==> src/rtl/axi_rd_pkg.sv <==
// Shared encodings and FSM state type for the AXI read-burst sequencer.
package axi_rd_pkg;

    localparam logic [1:0] BURST_FIXED = 2'b00;
    localparam logic [1:0] BURST_INCR  = 2'b01;
    localparam logic [1:0] BURST_WRAP  = 2'b10;

    localparam logic [1:0] RESP_OKAY   = 2'b00;
    localparam logic [1:0] RESP_SLVERR = 2'b10;

    typedef enum logic [1:0] {
        ST_IDLE,
        ST_REQ,
        ST_RESP
    } state_t;

endpackage

==> src/rtl/axi_burst_addr_gen.sv <==
// Combinational next-beat address for FIXED/INCR/WRAP bursts, plus a flag
// for burst encodings this slave cannot serve.
module axi_burst_addr_gen
    import axi_rd_pkg::*;
#(
    parameter int ADDR_W = 32,
    parameter int DATA_W = 32
) (
    input  logic [ADDR_W-1:0] i_cur_addr,
    input  logic [2:0]        i_size,
    input  logic [7:0]        i_len,
    input  logic [1:0]        i_burst,
    output logic [ADDR_W-1:0] o_next_addr,
    output logic              o_illegal
);

    localparam int MAX_SIZE = $clog2(DATA_W / 8);

    logic [ADDR_W-1:0] w_inc;
    logic [ADDR_W-1:0] w_sum;
    logic [ADDR_W-1:0] w_wrap_mask;
    logic              w_wrap_len_ok;

    // The wrap window is (len+1) beats of 2^size bytes, always a power of two
    // when the length is legal, so the mask is simply window-1.
    assign w_inc         = ADDR_W'(1) << i_size;
    assign w_sum         = i_cur_addr + w_inc;
    assign w_wrap_mask   = ((ADDR_W'(i_len) + ADDR_W'(1)) << i_size) - ADDR_W'(1);
    assign w_wrap_len_ok = (i_len == 8'd1) || (i_len == 8'd3) ||
                           (i_len == 8'd7) || (i_len == 8'd15);

    assign o_illegal = (i_burst == 2'b11) ||
                       ((i_burst == BURST_WRAP) && !w_wrap_len_ok) ||
                       (i_size > 3'(MAX_SIZE));

    always_comb begin
        o_next_addr = i_cur_addr;
        case (i_burst)
            BURST_FIXED: o_next_addr = i_cur_addr;
            BURST_INCR:  o_next_addr = w_sum;
            BURST_WRAP:  o_next_addr = (i_cur_addr & ~w_wrap_mask) | (w_sum & w_wrap_mask);
            default:     o_next_addr = i_cur_addr;
        endcase
    end

endmodule

==> src/rtl/axi_read_burst_ctrl.sv <==
// Pops one AR entry, walks its beats through single-word memory reads and
// returns each beat on the AXI R channel with RID/RRESP/RLAST.
module axi_read_burst_ctrl
    import axi_rd_pkg::*;
#(
    parameter int ADDR_W = 32,
    parameter int DATA_W = 32,
    parameter int ID_W   = 6
) (
    input  logic              clk,
    input  logic              reset,
    input  logic              fifo_empty,
    output logic              fifo_pop,
    input  logic [ADDR_W-1:0] fifo_addr,
    input  logic [ID_W-1:0]   fifo_id,
    input  logic [7:0]        fifo_len,
    input  logic [2:0]        fifo_size,
    input  logic [1:0]        fifo_burst,
    input  logic [2:0]        fifo_prot,
    output logic              mem_req,
    output logic [ADDR_W-1:0] mem_addr,
    output logic [2:0]        mem_prot,
    input  logic              mem_ack,
    input  logic [DATA_W-1:0] mem_rdata,
    input  logic              mem_err,
    output logic              RVALID,
    input  logic              RREADY,
    output logic [DATA_W-1:0] RDATA,
    output logic [1:0]        RRESP,
    output logic [ID_W-1:0]   RID,
    output logic              RLAST,
    output logic [7:0]        beat_count,
    output logic              busy
);

    state_t            r_state;
    state_t            w_next_state;
    logic [ADDR_W-1:0] r_addr;
    logic [ID_W-1:0]   r_id;
    logic [7:0]        r_len;
    logic [2:0]        r_size;
    logic [1:0]        r_burst;
    logic [2:0]        r_prot;
    logic [7:0]        r_beat;
    logic [DATA_W-1:0] r_rdata;
    logic [1:0]        r_rresp;
    logic [ADDR_W-1:0] w_next_addr;
    logic              w_illegal;
    logic              w_last;

    axi_burst_addr_gen #(
        .ADDR_W (ADDR_W),
        .DATA_W (DATA_W)
    ) u_addr_gen (
        .i_cur_addr  (r_addr),
        .i_size      (r_size),
        .i_len       (r_len),
        .i_burst     (r_burst),
        .o_next_addr (w_next_addr),
        .o_illegal   (w_illegal)
    );

    assign w_last = (r_beat == r_len);

    always_ff @(posedge clk or posedge reset) begin
        if (reset) begin
            r_state <= ST_IDLE;
        end else begin
            r_state <= w_next_state;
        end
    end

    // Illegal bursts skip the memory and answer every beat with SLVERR.
    always_comb begin
        w_next_state = r_state;
        case (r_state)
            ST_IDLE: if (!fifo_empty) w_next_state = ST_REQ;
            ST_REQ:  if (w_illegal || mem_ack) w_next_state = ST_RESP;
            ST_RESP: if (RREADY) w_next_state = w_last ? ST_IDLE : ST_REQ;
            default: w_next_state = ST_IDLE;
        endcase
    end

    always_ff @(posedge clk or posedge reset) begin
        if (reset) begin
            r_addr  <= '0;
            r_id    <= '0;
            r_len   <= '0;
            r_size  <= '0;
            r_burst <= '0;
            r_prot  <= '0;
            r_beat  <= '0;
            r_rdata <= '0;
            r_rresp <= RESP_OKAY;
        end else begin
            case (r_state)
                ST_IDLE: begin
                    if (!fifo_empty) begin
                        r_addr  <= fifo_addr;
                        r_id    <= fifo_id;
                        r_len   <= fifo_len;
                        r_size  <= fifo_size;
                        r_burst <= fifo_burst;
                        r_prot  <= fifo_prot;
                        r_beat  <= '0;
                    end
                end
                ST_REQ: begin
                    if (w_illegal) begin
                        r_rdata <= '0;
                        r_rresp <= RESP_SLVERR;
                    end else if (mem_ack) begin
                        r_rdata <= mem_rdata;
                        r_rresp <= mem_err ? RESP_SLVERR : RESP_OKAY;
                    end
                end
                ST_RESP: begin
                    if (RREADY && !w_last) begin
                        r_beat <= r_beat + 8'd1;
                        r_addr <= w_next_addr;
                    end
                end
                default: ;
            endcase
        end
    end

    // The pop is gated by reset so the FIFO never loses an entry while held in reset.
    assign fifo_pop   = (r_state == ST_IDLE) && !fifo_empty && !reset;
    assign mem_req    = (r_state == ST_REQ) && !w_illegal;
    assign mem_addr   = r_addr;
    assign mem_prot   = r_prot;
    assign RVALID     = (r_state == ST_RESP);
    assign RLAST      = (r_state == ST_RESP) && w_last;
    assign RDATA      = r_rdata;
    assign RRESP      = r_rresp;
    assign RID        = r_id;
    assign beat_count = r_beat;
    assign busy       = (r_state != ST_IDLE);

endmodule

==> config.mk <==
export PLATFORM = sky130hd
export DESIGN_NAME = axi_read_burst_ctrl
export DESIGN_NICKNAME = d
export VERILOG_FILES = /design/src/rtl/axi_rd_pkg.sv /design/src/rtl/axi_burst_addr_gen.sv /design/src/rtl/axi_read_burst_ctrl.sv
export SDC_FILE = /design/constraint.sdc
export NUM_CORES = 1
export LEC_CHECK = 0
export ABC_AREA = 0
export CORE_MARGIN = 8
export CORE_UTILIZATION = 54
export CTS_BUF_LIST = sky130_fd_sc_hd__clkbuf_2 sky130_fd_sc_hd__clkbuf_4 sky130_fd_sc_hd__clkbuf_8
export DETAILED_ROUTE_END_ITERATION = 10
export PLACE_DENSITY = 0.95
export SLEW_MARGIN = 20
export SYNTH_ARGS = -nofsm -noshare
export SYNTH_HDL_FRONTEND = slang
export SYNTH_SLANG_ARGS = --single-unit
export TNS_END_PERCENT = 20
==> constraint.sdc <==
create_clock -name clk -period 6 [get_ports clk]
set_clock_uncertainty 0.1 [all_clocks]
set_input_delay 0.6 -clock clk [delete_from_list [all_inputs] [get_ports clk]]
set_output_delay 0.6 -clock clk [all_outputs]
set_load 0.01 [all_outputs]
==> out/results.tsv <==
metric	value	unit
outcome	completed	
initial_core_util	54.62	%
syn-num-nets	881	
cts-root-to-sink-buffers	2	
route.detailed.drc	0	
synth_edf_count	0	
drive_gt1_share	4.995	%
worstPathMaxFanout	13	
avgSynthCellArea	8.360	um2
fill_cells	924	
drv_cap	0	
viasPerCell	6.232	
synth_area_leaders	dfrtp_1 37%, nand2_1 7.5%, a22o_1 5.4%	
wl_per_cell	19.54	um
cts_tree	built	
drt_pre_antenna_iters	6	
grt_use_total	26.08	%
synth_top_family_by_area	compound AO/OA/AOI/OAI gates	
irDropWorstVdd	236.2	uV
post_cts_resize_count	0	
netlist_area	0.006479	mm2
finalSetupViolCount	0	
fmax	0.2316	GHz
synth_most_common_cell	nand2_1	
synthArstFlopShare	100.0	%
worstSetupPathType	flop to flop	
numCtsBuffers	9	
dieArea	0.01576	mm2
drtIter0Drc	659	
rsz0062_at_grt	no	
worstSetupStartpointType	flop	
required	6180	ps
synth_commonest_cells	130 x nand2_1, 97 x dfrtp_1, 53 x a21oi_1, 48 x nor2_1, 40 x a22o_1	
insertion_delay	380	ps
placementRows	40	
place_area	0.008243	mm2
slew_violations	0	
synth_seq_area_share	37.47	%
cts_root_buf	clkbuf_8	
worst_slew_pin_slew	1093	ps
synth_xor_area_share	4.326	%
io-pin-count	180	
fin_tns_setup	0	ps
synthSimpleGateAreaFrac	23.14	%
yosysTopAreaCellShare	37.47	%
synth_ff_type	dfrtp_1	
synth_cell_types	80	
die_h	125.5	um
p_leak	3.569	nW
antenna_found_initial	1	
synth_top_area_cell	dfrtp_1	
clk_pin_slew	110	ps
grt_pass1_wl	33.67	mm
portBuffers	178	
grt_max_degree	57	
power.density	535.1	mW/mm2
synth-compound-area-share	25.72	%
min_path_type	flop to flop	
synth_seq_cells	97	
grt_pass1_vias	6613	
finalCriticalPeriod	4318	ps
synthAdderAreaFrac	2.820	%
cts_hold_repair.buffers	0	
gp_congestion	0.9389	
syn-instance-count	775	
synthMuxAreaShare	1.564	%
coreArea	0.01186	mm2
post-cts-setup-buffers	0	
max_slew_margin	26.86	%
antenna_cells	0	
postRouteAntennaNets	0	
cts_sinks	97	
wl	20.87	mm
yosys_warnings	0	
fin_nets	1022	
timing_hold_violations_final	0	
die_w	125.5	um
fin_crit_sh	71.96	%
setup.worst_path.end_class	flop	
vias	6656	
worstPathArrival	4490	ps
area_growth	30.46	%
dp_hpwl	15.37	mm
htree_levels	3	
final_area	0.008452	mm2
gr-total-overflow	0	
[worst max-delay path: stages, from the launching register on]
cell      delay, ps
dfrtp_1         590
ha_1            460
nand3_1         140
xor2_1          330
o22ai_1         140
a211oi_1        660
a21oi_1         320
nor4_1          430
nor3b_1         240
ha_1            270
a21oi_1         160
o21ai_0         100
a22o_1          250
[cell families after synthesis]
group / count (synthesis)
AO/OA/AOI/OAI: 238
XOR/XNOR: 32
adder cells (fa/ha/maj): 14
buffers and inverters: 72
flip-flops: 97
multiplexers: 9
other: 1
AND/OR/NAND/NOR: 312
[routing by layer]
layer,GRT usage (%),vias up,part of all wire (%),wire [um]
met2,43.93,353,48,9944
met3,9.265,51,11,2202
li1,-,3099,-,-
met1,29.76,3151,39,8107
met5,0,-,0.062,13
met4,9.814,2,2.9,602
[power breakdown]
group	internal [mW]	switching, mW	total, mW
clock	0.204	0.264	0.468
combinational	1.23	1.53	2.76
sequential	0.905	0.390	1.30
total	2.34	2.18	4.52
[per-stage QoR]
step                      utilization, %  hold slack [ps]  cells  worst slack (ps)  total power [mW]
after global routing               71.26            412.4   1068              1260             4.848
after CTS                          71.24            386.8   1068              1783             4.481
after floorplan                        -            396.2    775              2378             3.046
final                              71.26            382.1   1068              1682             4.522
after detailed placement           69.49            361.7   1052              1823             4.003
after global placement             69.49            358.6   1052              1883             3.947
[layout by cell type, fill, tap and decap left out, drive strengths merged, types with 4 or more instances in the layout]
cell type | netlist | routed
clkdlybuf4s50 | 0 | 178
and3 | 10 | 10
or2 | 5 | 5
o22ai | 5 | 5
o21ai | 47 | 47
a211oi | 11 | 11
dfrtp | 97 | 97
a21o | 10 | 10
o21bai | 5 | 5
a31oi | 7 | 7
or3 | 10 | 10
a21boi | 4 | 4
a21oi | 55 | 55
nor4 | 13 | 13
nor3 | 26 | 26
inv | 18 | 20
ha | 13 | 13
xnor2 | 19 | 19
xor2 | 13 | 13
o211ai | 6 | 6
nor2 | 48 | 48
nor2b | 12 | 12
nand4 | 7 | 7
mux2 | 6 | 6
buf | 17 | 5
a22o | 40 | 40
clkbuf | 36 | 10
nand3 | 17 | 17
a211o | 4 | 4
and2 | 11 | 11
nand2 | 130 | 130
nand2b | 10 | 10
[path summary, 6_finish.rpt]
check / start / end / slack, ps / depth (start not counted)
worst min register to register: mem_prot[0]$_DFFE_PP0P_ / mem_prot[0]$_DFFE_PP0P_ / 380 / 2
worst max-delay path: r_len[0]$_DFFE_PP0P_ / flop / 1680 / 12
min in group asynchronous: reset / RID[5]$_DFFE_PP0P_ / 520 / 2
max in group asynchronous: reset / asynchronous set/reset pin / 4130 / 3
worst max register to register: r_len[0]$_DFFE_PP0P_ / flop / 1680 / 12
worst min-delay path: mem_prot[0]$_DFFE_PP0P_ / mem_prot[0]$_DFFE_PP0P_ / 380 / 2
[layout make-up]
cell class / count / area, um2 / area share [%]
Clock buffer: 10 / 131.4 / 1.554
Multi-Input combinational cell: 606 / 3740 / 44.25
Inverter: 19 / 73.82 / 0.8734
Timing Repair Buffer: 183 / 1819 / 21.52
Clock inverter: 6 / 76.32 / 0.9030
Sequential cell: 97 / 2427 / 28.72
Tap cell: 147 / 183.9 / 2.176
Note: power is estimated with default switching activity, not from simulation.
